**src/rtl/dct_frame_sequencer.sv**
```systemverilog
`default_nettype none
// ============================================================================
// Module   : dct_frame_sequencer
// Purpose  : Streaming front/back end for the DCT datapath. Packs a
//            valid/ready sample stream into two ping-pong frame banks,
//            issues each full frame to the DCT kernel with a start/done
//            handshake, captures the kernel result and serialises it onto
//            an output valid/ready stream. The kernel run is bounded by a
//            timeout that raises a sticky error flag.
// Ports    : clk, reset (sync, active-low)
//            en                       - gates frame acceptance and kernel start
//            cfg_npts                 - requested frame length (0/oversize -> MAX_POINT)
//            in_valid/in_ready/in_data - input sample stream
//            kern_start/kern_npts/kern_frame - kernel issue interface
//            kern_done/kern_result    - kernel completion interface
//            out_valid/out_ready/out_data/out_last - output sample stream
//            busy, err_timeout        - status
// Revision : 1.0 - initial release
// ============================================================================
module dct_frame_sequencer #(
    parameter int MAX_POINT = 16,
    parameter int M         = 23,
    parameter int E         = 8,
    parameter int PW        = $clog2(MAX_POINT) + 1,
    parameter int TIMEOUT   = 1024
) (
    input  logic                           clk,
    input  logic                           reset,
    input  logic                           en,
    input  logic [PW-1:0]                  cfg_npts,
    input  logic                           in_valid,
    output logic                           in_ready,
    input  logic [M+E:0]                   in_data,
    output logic                           kern_start,
    output logic [PW-1:0]                  kern_npts,
    output logic [(M+E+1)*MAX_POINT-1:0]   kern_frame,
    input  logic                           kern_done,
    input  logic [(M+E+1)*MAX_POINT-1:0]   kern_result,
    output logic                           out_valid,
    input  logic                           out_ready,
    output logic [M+E:0]                   out_data,
    output logic                           out_last,
    output logic                           busy,
    output logic                           err_timeout
);

    localparam int W  = M + E + 1;
    localparam int IW = (MAX_POINT > 1) ? $clog2(MAX_POINT) : 1;
    localparam int TW = (TIMEOUT > 2) ? $clog2(TIMEOUT) : 1;

    localparam logic [PW-1:0] c_max_npts = PW'(MAX_POINT);
    localparam logic [TW-1:0] c_tmo_last = TW'(TIMEOUT - 1);

    typedef enum logic [0:0] {
        ST_IDLE = 1'b0,
        ST_RUN  = 1'b1
    } state_t;

    // ------------------------------------------------------------------
    // State
    // ------------------------------------------------------------------
    logic [W-1:0]  r_bank      [2][MAX_POINT];
    logic [PW-1:0] r_bank_npts [2];
    logic [1:0]    r_full;
    logic          r_wr_sel;
    logic [PW-1:0] r_wr_cnt;
    logic          r_rd_sel;
    state_t        r_state;
    logic          r_kern_start;
    logic [TW-1:0] r_timer;
    logic [W-1:0]  r_out_bank  [MAX_POINT];
    logic          r_out_full;
    logic [PW-1:0] r_out_npts;
    logic [PW-1:0] r_rd_idx;
    logic          r_err;
    // Holds in_ready low until the first clock edge after reset release.
    logic          r_live;

    // ------------------------------------------------------------------
    // Combinational helpers
    // ------------------------------------------------------------------
    logic [PW-1:0] w_cfg_npts;
    logic [PW-1:0] w_fill_npts;
    logic [PW-1:0] w_run_npts;
    logic          w_in_fire;
    logic          w_fill_last;
    logic          w_out_fire;
    logic          w_out_last;
    logic          w_out_free;
    logic          w_run;

    assign w_cfg_npts  = ((cfg_npts == '0) || (cfg_npts > c_max_npts)) ? c_max_npts : cfg_npts;
    assign in_ready    = r_live && en && !r_full[r_wr_sel];
    assign w_in_fire   = in_valid && in_ready;
    // The frame length is taken from cfg_npts only on the first beat; later
    // beats use the value latched for the bank being filled.
    assign w_fill_npts = (r_wr_cnt == '0) ? w_cfg_npts : r_bank_npts[r_wr_sel];
    assign w_fill_last = (r_wr_cnt == (w_fill_npts - 1'b1));

    assign w_out_fire  = r_out_full && out_ready;
    assign w_out_last  = r_out_full && (r_rd_idx == (r_out_npts - 1'b1));
    // Output bank counts as free in the cycle its last beat is accepted, so
    // the next kernel start can follow immediately.
    assign w_out_free  = !r_out_full || (w_out_fire && w_out_last);

    assign w_run       = (r_state == ST_RUN);
    assign w_run_npts  = r_bank_npts[r_rd_sel];

    assign kern_start  = r_kern_start;
    assign kern_npts   = w_run ? w_run_npts : '0;

    // Lanes beyond the frame length are masked so stale samples from a
    // longer earlier frame never reach the kernel.
    for (genvar gi = 0; gi < MAX_POINT; gi++) begin : g_lane
        assign kern_frame[gi*W +: W] = (w_run && (PW'(gi) < w_run_npts)) ?
                                       r_bank[r_rd_sel][gi] : '0;
    end

    assign out_valid   = r_out_full;
    assign out_data    = r_out_bank[r_rd_idx[IW-1:0]];
    assign out_last    = w_out_last;
    assign busy        = r_full[0] || r_full[1] || w_run;
    assign err_timeout = r_err;

    // ------------------------------------------------------------------
    // Fill side, kernel FSM and output side share the bank-full flags, so
    // they live in one sequential block.
    // ------------------------------------------------------------------
    always_ff @(posedge clk) begin
        if (!reset) begin
            for (int b = 0; b < 2; b++) begin
                for (int i = 0; i < MAX_POINT; i++) begin
                    r_bank[b][i] <= '0;
                end
                r_bank_npts[b] <= '0;
            end
            for (int i = 0; i < MAX_POINT; i++) begin
                r_out_bank[i] <= '0;
            end
            r_full       <= '0;
            r_wr_sel     <= 1'b0;
            r_wr_cnt     <= '0;
            r_rd_sel     <= 1'b0;
            r_state      <= ST_IDLE;
            r_kern_start <= 1'b0;
            r_timer      <= '0;
            r_out_full   <= 1'b0;
            r_out_npts   <= '0;
            r_rd_idx     <= '0;
            r_err        <= 1'b0;
            r_live       <= 1'b0;
        end else begin
            r_live       <= 1'b1;
            r_kern_start <= 1'b0;

            // Fill side
            if (w_in_fire) begin
                r_bank[r_wr_sel][r_wr_cnt[IW-1:0]] <= in_data;
                if (r_wr_cnt == '0) begin
                    r_bank_npts[r_wr_sel] <= w_cfg_npts;
                end
                if (w_fill_last) begin
                    r_wr_cnt <= '0;
                    r_wr_sel <= ~r_wr_sel;
                end else begin
                    r_wr_cnt <= r_wr_cnt + 1'b1;
                end
            end

            // Output drain
            if (w_out_fire) begin
                if (w_out_last) begin
                    r_out_full <= 1'b0;
                    r_rd_idx   <= '0;
                end else begin
                    r_rd_idx   <= r_rd_idx + 1'b1;
                end
            end

            // Kernel FSM
            case (r_state)
                ST_IDLE: begin
                    if (r_full[r_rd_sel] && w_out_free && en) begin
                        r_state      <= ST_RUN;
                        r_kern_start <= 1'b1;
                        r_timer      <= '0;
                    end
                end
                ST_RUN: begin
                    if (kern_done) begin
                        for (int i = 0; i < MAX_POINT; i++) begin
                            r_out_bank[i] <= (i < int'(w_run_npts)) ? kern_result[i*W +: W] : '0;
                        end
                        r_out_full       <= 1'b1;
                        r_out_npts       <= w_run_npts;
                        r_full[r_rd_sel] <= 1'b0;
                        r_rd_sel         <= ~r_rd_sel;
                        r_state          <= ST_IDLE;
                    end else if (r_timer == c_tmo_last) begin
                        r_err            <= 1'b1;
                        r_full[r_rd_sel] <= 1'b0;
                        r_rd_sel         <= ~r_rd_sel;
                        r_state          <= ST_IDLE;
                    end else begin
                        r_timer <= r_timer + 1'b1;
                    end
                end
                default: r_state <= ST_IDLE;
            endcase

            // A bank completing fill is never the bank being released above
            // (a full bank cannot accept input), so ordering here is benign.
            if (w_in_fire && w_fill_last) begin
                r_full[r_wr_sel] <= 1'b1;
            end
        end
    end

endmodule
`default_nettype wire
```
**config.mk**
```make
export PLATFORM = sky130hd
export DESIGN_NAME = dct_frame_sequencer
export DESIGN_NICKNAME = d
export VERILOG_FILES = /design/src/rtl/dct_frame_sequencer.sv
export SDC_FILE = /design/constraint.sdc
export NUM_CORES = 2
export LEC_CHECK = 0
export CORE_AREA = 2 2 436 438
export CTS_CLUSTER_DIAMETER = 60
export DETAILED_ROUTE_END_ITERATION = 12
export DIE_AREA = 0 0 438 440
export PLACE_DENSITY_LB_ADDON = 0.1
export SETUP_SLACK_MARGIN = 0.02
export SKIP_LAST_GASP = 1
export SLEW_MARGIN = 0
export SYNTH_ARGS = -nofsm -noshare
export SYNTH_HDL_FRONTEND = slang
export SYNTH_SLANG_ARGS = --single-unit
```
**constraint.sdc**
```tcl
create_clock -name clk -period 18.4 [get_ports clk]
set_clock_uncertainty 0.1 [all_clocks]
set_input_delay 4.6 -clock clk [delete_from_list [all_inputs] [get_ports clk]]
set_output_delay 4.6 -clock clk [all_outputs]
set_load 0.005 [all_outputs]
```
# Yosys cells after proc, flatten, opt, wreduce, memory -nomap -nowiden
# Memories as Yosys holds them, arrays and structs flattened. A register that Yosys moved wholly into a read port is not among the register bits.
# Index checks and enable logic that the tools add are counted.
[totals]
register_bits = 34
latchBits = 0
mem_bits_rw = 1546
romBits = 0
input_bits = 555
out_inout_bits = 555
elab_cells = 244
mem_count = 3
[mem_list]
columns = ["name", "words", "word_bits", "rd", "rd_clocked_by_memory_dff", "wr", "line_no", "rtl"]
rows = [
  ["r_bank", 2, 512, 1, 1, 2, "62", "logic [W-1:0] r_bank [2][MAX_POINT];"],
  ["r_out_bank", 16, 32, 1, 1, 16, "71", "logic [W-1:0] r_out_bank [MAX_POINT];"],
  ["r_bank_npts", 2, 5, 2, 2, 2, "63", "logic [PW-1:0] r_bank_npts [2];"],
]
[op_classes]
n_addsub = 5
multipliers = 0
div = 0
magnitude_cmp = 39
eq_ne = 6
n_shift = 0
n_mux = 109
bitwise = 25
reduce_logical = 45
[ops]
columns = ["op", "n"]
rows = [
  ["$mux 32", 49],
  ["$mux 512", 3],
  ["$reduce_or 512->1", 1],
  ["$demux 32 s4", 1],
  ["$lt 4x5->1 const A", 16],
  ["$lt 3x5->1 const A", 8],
  ["$mux 1", 36],
  ["$mux 10", 3],
  ["$mux 5", 6],
  ["$logic_and 1x1->1", 28],
  ["$lt 1x5->1 const A", 4],
  ["$lt 2x5->1 const A", 4],
  ["$pmux 10 s2", 1],
  ["$or 1x1->1", 16],
  ["$add 10x1->10 const B", 1],
  ["$add 5x1->5 const B", 2],
  ["$eq 10x10->1 const B", 1],
  ["$eq 5x5->1", 2],
  ["$logic_not 5->1", 2],
  ["$mux 2", 5],
  ["$sub 5x1->5 const B", 2],
  ["$mux 4", 2],
  ["$ne 2x2->1 const B", 3],
  ["$reduce_and 2->1", 3],
  ["other kinds (18)", 30],
]

# Longest topological paths before layout
[logic_depth]
ltp_word = 12
depth_mapped = 12
ltp_nobuf = 11

# Worst setup path after synthesis
# No wires, ideal clock.
[synth_timing]
path_kind = "input-to-reg"
startpoint = "in reset"
endpoint = "mem r_out_bank[0][0] (netlist name) (enable)"
arrival_ns = 13.697
t_required_ns = 14.663
slack_ns = 0.966
stages = 4
path_cell_list = "clkbuf_1 clkbuf_1 clkbuf_1 nand2_1"
[synth_lines]
columns = ["element", "line_no", "rtl"]
rows = [
  ["from (decl)", "28", "input logic reset,"],
  ["to (decl)", "71", ""],
]

==> impl_metrics.py <==
metrics = {
    "status": {
        "status": "finished clean",
    },
    "timing": {
        "fin_ws_ns": 7.71,
        "tightest_slew_ns": 1.28,
        "relSlewSlack_pct": 14.4,
        "fmax_mhz": 93.5,
        "tns_ns": 0,
        "hold_violations": 0,
        "finalCritPeriodShare_pct": 58.1,
        "period_needed_ns": 10.69,
        "fin_hold_ws_ns": 0.370,
        "rsz0062_at_grt": "false",
        "maxSlewViolCount": 0,
        "setup_viol": 0,
    },
    "die": {
        "dieArea_um2": 193000,
        "initial_core_util_pct": 35.5,
        "io_pins": 1110,
        "die_h_um": 440,
        "core_area_um2": 189000,
        "rows": 160,
        "die_w_um": 438,
    },
    "routing": {
        "ant_nets": 0,
        "num_vias": 43500,
        "drt-initial-drc-count": 4299,
        "drc": 0,
        "via_per_inst": 5.24,
        "dr.pass1.iters": 5,
        "routed_wl_um": 268000,
        "wire_per_inst_um": 32.2,
    },
    "final_layout": {
        "layout-area-overhead-vs-synth_pct": 30.5,
        "final_util_pct": 46.3,
        "final_design_area_no_fill_um2": 87300,
        "drive_above_1_share_pct": 10.4,
        "fin_cells": 8307,
        "fin_nets": 6192,
    },
    "critical_path": {
        "worstReg2RegStart": "r_wr_sel$_SDFFE_PN0P_",
        "critical_path.max_stage_delay_ns": 1.05,
        "timing.rr.end": "r_bank_npts[1][4]$_SDFFCE_PN0P_",
        "critPathCaptureType": "output pin",
        "worst_setup_path_start_kind": "register",
        "cp_common_cell": "buf_4",
        "worstSetupPathType": "reg -> out",
        "r2r_cells": 8,
        "cpMaxStageDelayCell": "buf_4",
        "worstPathRequired_ns": 13.70,
        "crit_buf_inv": 4,
        "cp_top_family": "buffers and inverters",
        "r2r_slack_ns": 13.81,
        "cp_data_arrival_time_ns": 5.99,
        "path_cells": "buf_4 > buf_4 > buf_4 > mux2i_1 > nor2_1 > clkdlybuf4s50_1",
        "cp_max_fo": 70,
    },
    "synthesis": {
        "synth_nets": 5099,
        "yosysWarnings": 0,
        "synth_cell_types": 59,
        "syn_area_um2": 66900,
        "synth-edff-count": 1546,
        "synth_area_per_cell_um2": 14.7,
        "synth-async-reset-ratio_pct": 0,
        "ys_seq_area_share_pct": 70.6,
        "ys_ff_latch": 1586,
        "syn_inst": 4535,
        "synth-main-ff-cell": "edfxtp_1",
    },
    "hold_path": {
        "hold_start": "r_timer[9]$_SDFFE_PN0P_",
        "whs_path_depth": 1,
        "hold_class": "reg -> reg",
        "min_to": "r_timer[9]$_SDFFE_PN0P_",
    },
    "clock_tree": {
        "cts.sink_count": 1586,
        "ctsHoldBuffers": 0,
        "cts_tree": "built",
        "insertion_delay_ns": 0.84,
        "htreeDepth": 4,
        "post_cts_resized": 0,
        "clock_path_buffers": 3,
        "cts-root-buf": "clkbuf_16",
        "clk_pin_slew_ns": 0.06,
        "cts_setup_buffers": 0,
        "numCtsBuffers": 181,
    },
    "place": {
        "dp_hpwl_um": 180000,
        "place_ws_ns": 7.92,
        "postPlaceCellArea_um2": 81400,
        "io_buffers": 1109,
        "placed_cells": 7956,
        "gp_congestion": 0.837,
    },
    "pwr": {
        "power_mw": 8.14,
        "ir_worst_vdd_uv": 72.9,
        "power_leakage_nw": 29.5,
        "cellPowerDensity_nw_per_um2": 93.3,
    },
    "global_route": {
        "track_usage_pct": 27.0,
        "grt_pass1_vias": 43200,
        "grt_pass1_wl_um": 360000,
        "grt_max_degree": 163,
        "grt_antenna_before_repair": 60,
        "grt-ovfl-total": 0,
    },
    "flow_run": {
        "drv_cap": 0,
    },
}
layout by cell type, fill, tap and decap left out, types with 5 or more instances in the layout:
cell type           n
xnor2_1            10
diode_2            25
o21ai_0             9
and2_1            519
mux2i_1           521
buf_4             107
nand2b_1            8
nor2_1           1027
nor2b_1            41
inv_1              10
nand2_1            83
nand4_1            11
a211oi_1            5
xor2_1             15
clkbuf_16         182
clkbuf_1           56
clkinv_16           6
a21oi_4             7
clkinvlp_4          7
o21ai_4            29
nand2_2            11
mux4_2            160
nand3_1             7
a21oi_1             7
nor3_1             14
edfxtp_1         1546
bufinv_16          15
dfxtp_1            34
clkinv_2           16
and3_1             67
ha_1                9
clkdlybuf4s50_1  1108
clkinv_1           32
nor2_4              6
worst register-to-register path: cells and delay by family (launching register included):
family / cells / cell delay, ns
AND/OR/NAND/NOR: 4 / 1.65
buffers and inverters: 2 / 0.97
AO/OA/AOI/OAI: 1 / 0.73
multiplexers: 1 / 0.48
flip-flops: 1 / 0.31
cells by family (layout without fill, tap and decap cells):
kind of cell	count (synthesis)	count (layout)	synth area share, %
AND/OR/NAND/NOR	1816	1816	12.8
other	0	25	0
XOR/XNOR	28	28	0.410
adder cells (fa/ha/maj)	9	9	0.168
buffers and inverters	322	1558	1.89
multiplexers	688	688	13.3
AO/OA/AOI/OAI	86	86	0.794
flip-flops	1586	1586	70.6
worst max-delay path by stage:
stage / startpoint / to / slack [ns] / depth (start not counted)
2_1_floorplan: reset / r_out_bank[0][0]$_SDFFCE_PP0P_ / 0.97 / 4
3_3_place_gp: en / in_ready / 7.89 / 4
3_5_place_dp: en / in_ready / 7.92 / 4
4_1_cts: register / kern_frame[264] / 7.68 / 6
5_1_grt: register / kern_frame[262] / 7.42 / 6
6_report: register / kern_frame[264] / 7.71 / 6
area by class of cell:
| type | instances | area [um^2] |
|---|---|---|
| Antenna cell | 25 | 62.6 |
| Clock buffer | 240 | 4790 |
| Clock inverter | 86 | 1040 |
| Fill cell | 16800 | 101000 |
| Inverter | 12 | 45.0 |
| Multi-Input combinational cell | 2627 | 19000 |
| Sequential cell | 1586 | 47200 |
| Tap cell | 2511 | 3140 |
| Timing Repair Buffer | 1220 | 12000 |
report_power, final:
part	internal [mW]	switching [mW]	leakage [nW]	total, mW
clock	2.05	1.54	2.79	3.59
combinational	0.172	0.228	10.4	0.400
sequential	4.10	0.0467	16.3	4.14
state kept, by name, summed over array words and instances (netlist names), named ones only:
register     flops
r_state          1
r_rd_sel         1
kern_start       1
r_rd_idx         5
r_timer         10
r_out_npts       5
r_wr_sel         1
r_wr_cnt         5
r_out_bank     512
r_full           2
out_valid        1
r_bank        1024
r_bank_npts     10
err_timeout      1
r_live           1
cell usage after synthesis (all sizes together), types with 4 or more instances:
library cell | n | area (um^2)
edfxtp | 1546 | 46400
nor2 | 1034 | 3880
mux2i | 522 | 5230
and2 | 520 | 3250
clkbuf | 231 | 867
mux4 | 160 | 3600
nand2 | 95 | 357
buf | 79 | 352
and3 | 67 | 419
nor2b | 41 | 257
dfxtp | 40 | 801
o21ai | 39 | 199
nor3 | 17 | 96.4
xor2 | 16 | 148
a21oi | 14 | 70.1
inv | 11 | 41.3
nand4 | 11 | 68.8
xnor2 | 11 | 104
ha | 9 | 113
nand2b | 9 | 56.3
nand3 | 7 | 35.0
o31ai | 7 | 57.6
a211oi | 6 | 45.0
mux2 | 6 | 67.6
a21o | 4 | 30.0
metal layers:
| layer | up-vias | GRT usage (%) | part of all wire (%) |
|---|---|---|---|
| met5 | - | 0 | 0.069 |
| met1 | 22600 | 32.6 | 38 |
| met3 | 451 | 5.83 | 7.1 |
| met4 | 28 | 11.7 | 4.7 |
| li1 | 18600 | - | - |
| met2 | 1855 | 46.6 | 50 |
Power figures use the tool's default switching activity.
==> RTL change (same settings) <==
Change the parameter `TIMEOUT` from 1024 to 512.
--- a/src/rtl/dct_frame_sequencer.sv
+++ b/src/rtl/dct_frame_sequencer.sv
@@ -22,7 +22,7 @@
     parameter int M         = 23,
     parameter int E         = 8,
     parameter int PW        = $clog2(MAX_POINT) + 1,
-    parameter int TIMEOUT   = 1024
+    parameter int TIMEOUT   = 512
 ) (
     input  logic                           clk,
     input  logic                           reset,
Function: not settled (the Yosys comparison gave no result); the edit may change what the design does.
==> RTL change against the unedited design <==
- synthesized cell count grew 0.40%
- die area is the same
- total power decreased by 1.0%
- final area up 0.25%
- register-to-register slack better by 40 ps
- largest cell class unchanged
- worst hold slack gained 9.6 ps
- routed wire length up 2.5%
- sequential cell count fell by 1
- setup slack better by 75 ps
- core utilization grew 0.11 points
- sequential share of layout area fell by 0.16 points
- highest routed layer unchanged
- global-route usage increased by 0.71 points
- synthesized area up 0.32%
==> RTL change: results (changes against the unedited design) <==
{
  "run_status": {
    "status": "finished, final reports clean"
  },
  "yosys": {
    "ys_top_cells_by_count": "edfxtp_1 (1546), nor2_1 (906), and2_1 (523)",
    "syn_avg_cell_area": {"value": 14.73, "unit": "sq um", "change": "about the same"},
    "synth_fp_nets": {"value": 5118, "change": "+0.37%"},
    "cell_types_with_the_largest_area_share_after_synthesis": "edfxtp_1 (69%), mux2i_1 (7.8%), mux4_2 (5.4%), nor2_1 (5.1%), and2_1 (4.9%)",
    "synth.lib_cells_used.distinct": {"value": 54, "change": "-8.5%"},
    "synth-seq-area-share": {"value": 70.38, "unit": "%", "change": "-0.26 points"}
  },
  "critical_path": {
    "critical_path_max_stage_delay": {"value": 1130, "unit": "ps", "change": "+80 ps"},
    "worstRegToRegCells": {"value": 7, "change": "-1"},
    "worst_path_max_delay_cell": "dfxtp_4"
  },
  "detailed_routing": {
    "firstDrtPassIters": {"value": 6, "change": "+1"},
    "via_count": {"value": 43800, "change": "+0.60%"},
    "postRouteWirelength": {"value": 274.2, "unit": "mm", "change": "+2.5%"}
  },
  "power_and_ir_drop": {
    "power.switching_fraction": {"value": 22.33, "unit": "%", "change": "+0.048 points"},
    "seq_cell_power": {"value": 0.00413, "unit": "W", "change": "about the same"},
    "power_frac_comb": {"value": 5.1, "unit": "%", "change": "+0.2 points"},
    "leakage": {"value": 29.44, "unit": "nW", "change": "-0.12%"}
  },
  "global_route": {
    "grt_start_max_net_pins": {"value": 168, "change": "+3.1%"},
    "grt_antenna_before_repair": {"value": 62, "change": "+3.3%"},
    "grt_pass1_vias": {"value": 43450, "change": "+0.60%"},
    "gr-usage-all-layers": {"value": 27.74, "unit": "%", "change": "+0.71 points"},
    "wire_length_of_the_first_global_routing_pass": {"value": 369.1, "unit": "mm", "change": "+2.4%"}
  },
  "clocking": {
    "cts_buffers": {"value": 182, "change": "+0.55%"},
    "worst_skew_pair.late_latency": {"value": 810, "unit": "ps", "change": "-30 ps"}
  },
  "final_layout": {
    "layout_top_registers": "r_bank x1024, r_out_bank x512, r_bank_npts x10",
    "fin_cells": {"value": 8344, "change": "+0.45%"},
    "finish.net_count": {"value": 6212, "change": "+0.32%"},
    "fillCellCount": {"value": 16910, "change": "+0.45%"}
  },
  "timing": {
    "max_slew_margin": {"value": 5.202, "unit": "%", "change": "-9.2 points"}
  },
  "worst_hold_path": {
    "holdPathStages": {"value": 2, "change": "+1"}
  },
  "placed_design": {
    "dp_hpwl": {"value": 184.3, "unit": "mm", "change": "+2.6%"},
    "gp_routability_congestion": {"value": 0.8575, "change": "+2.4%"}
  }
}
==> RTL change: cell types whose count changed in the layout (fill, tap and decap cells not counted), sizes merged, moves of 4 or more <==
cell | before | now
nor3 | 17 | 147
nor2 | 1034 | 906
nand2b | 9 | 44
nand2 | 95 | 63
clkinv | 59 | 77
buf | 112 | 127
diode | 25 | 35
bufinv | 15 | 8
nand4 | 11 | 5
o31ai | 7 | 1
xor2 | 16 | 11
and2 | 520 | 524
o21ai | 39 | 43
==> RTL change: through the flow <==
stage | setup WS [ps] | hold WS [ps]
floorplan | 1283 | 331.5
global placement | 7887 | 352.1
detailed placement | 7902 | 359.3
CTS | 7774 | 378.6
global route | 7552 | 403.0
finish | 7783 | 380.0
==> RTL change: path summary, 6_finish.rpt <==
path | endpoint | slack (ps)
hold / removal | r_timer[8] | 380
setup reg to reg | r_bank[0][378] | 13850
hold reg to reg | r_timer[8] | 380
setup / recovery | kern_frame[331] | 7780
==> RTL change: layout make-up <==
type                    count  area (sq um)  area share, %
clock inverters            97         823.3         0.9411
inverters                  13         48.80        0.05578
multi-input cells        2630         19190          21.93
well taps                2511          3142          3.591
flip-flops and latches   1585         47220          53.98
diodes                     35         87.58         0.1001
clock buffers             238          4890          5.589
repair buffers           1235         12090          13.81
==> RTL change: cells by family after synthesis <==
kind of cell    synth area share (%)
buf+inv                        1.921
flops                          70.38
compound gates                0.8022
fa+ha+maj                     0.1865
mux                            13.23
simple gates                   13.11
xor+xnor                      0.3712
==> RTL change: per-layer routing <==
layer,GRT usage (%),up-vias,share of wire [%]
li1,-,18780,-
met1,33.61,22810,38
met2,47.76,1744,50
met3,5.881,452,6.8
met4,11.86,18,4.7
met5,0,-,0.045
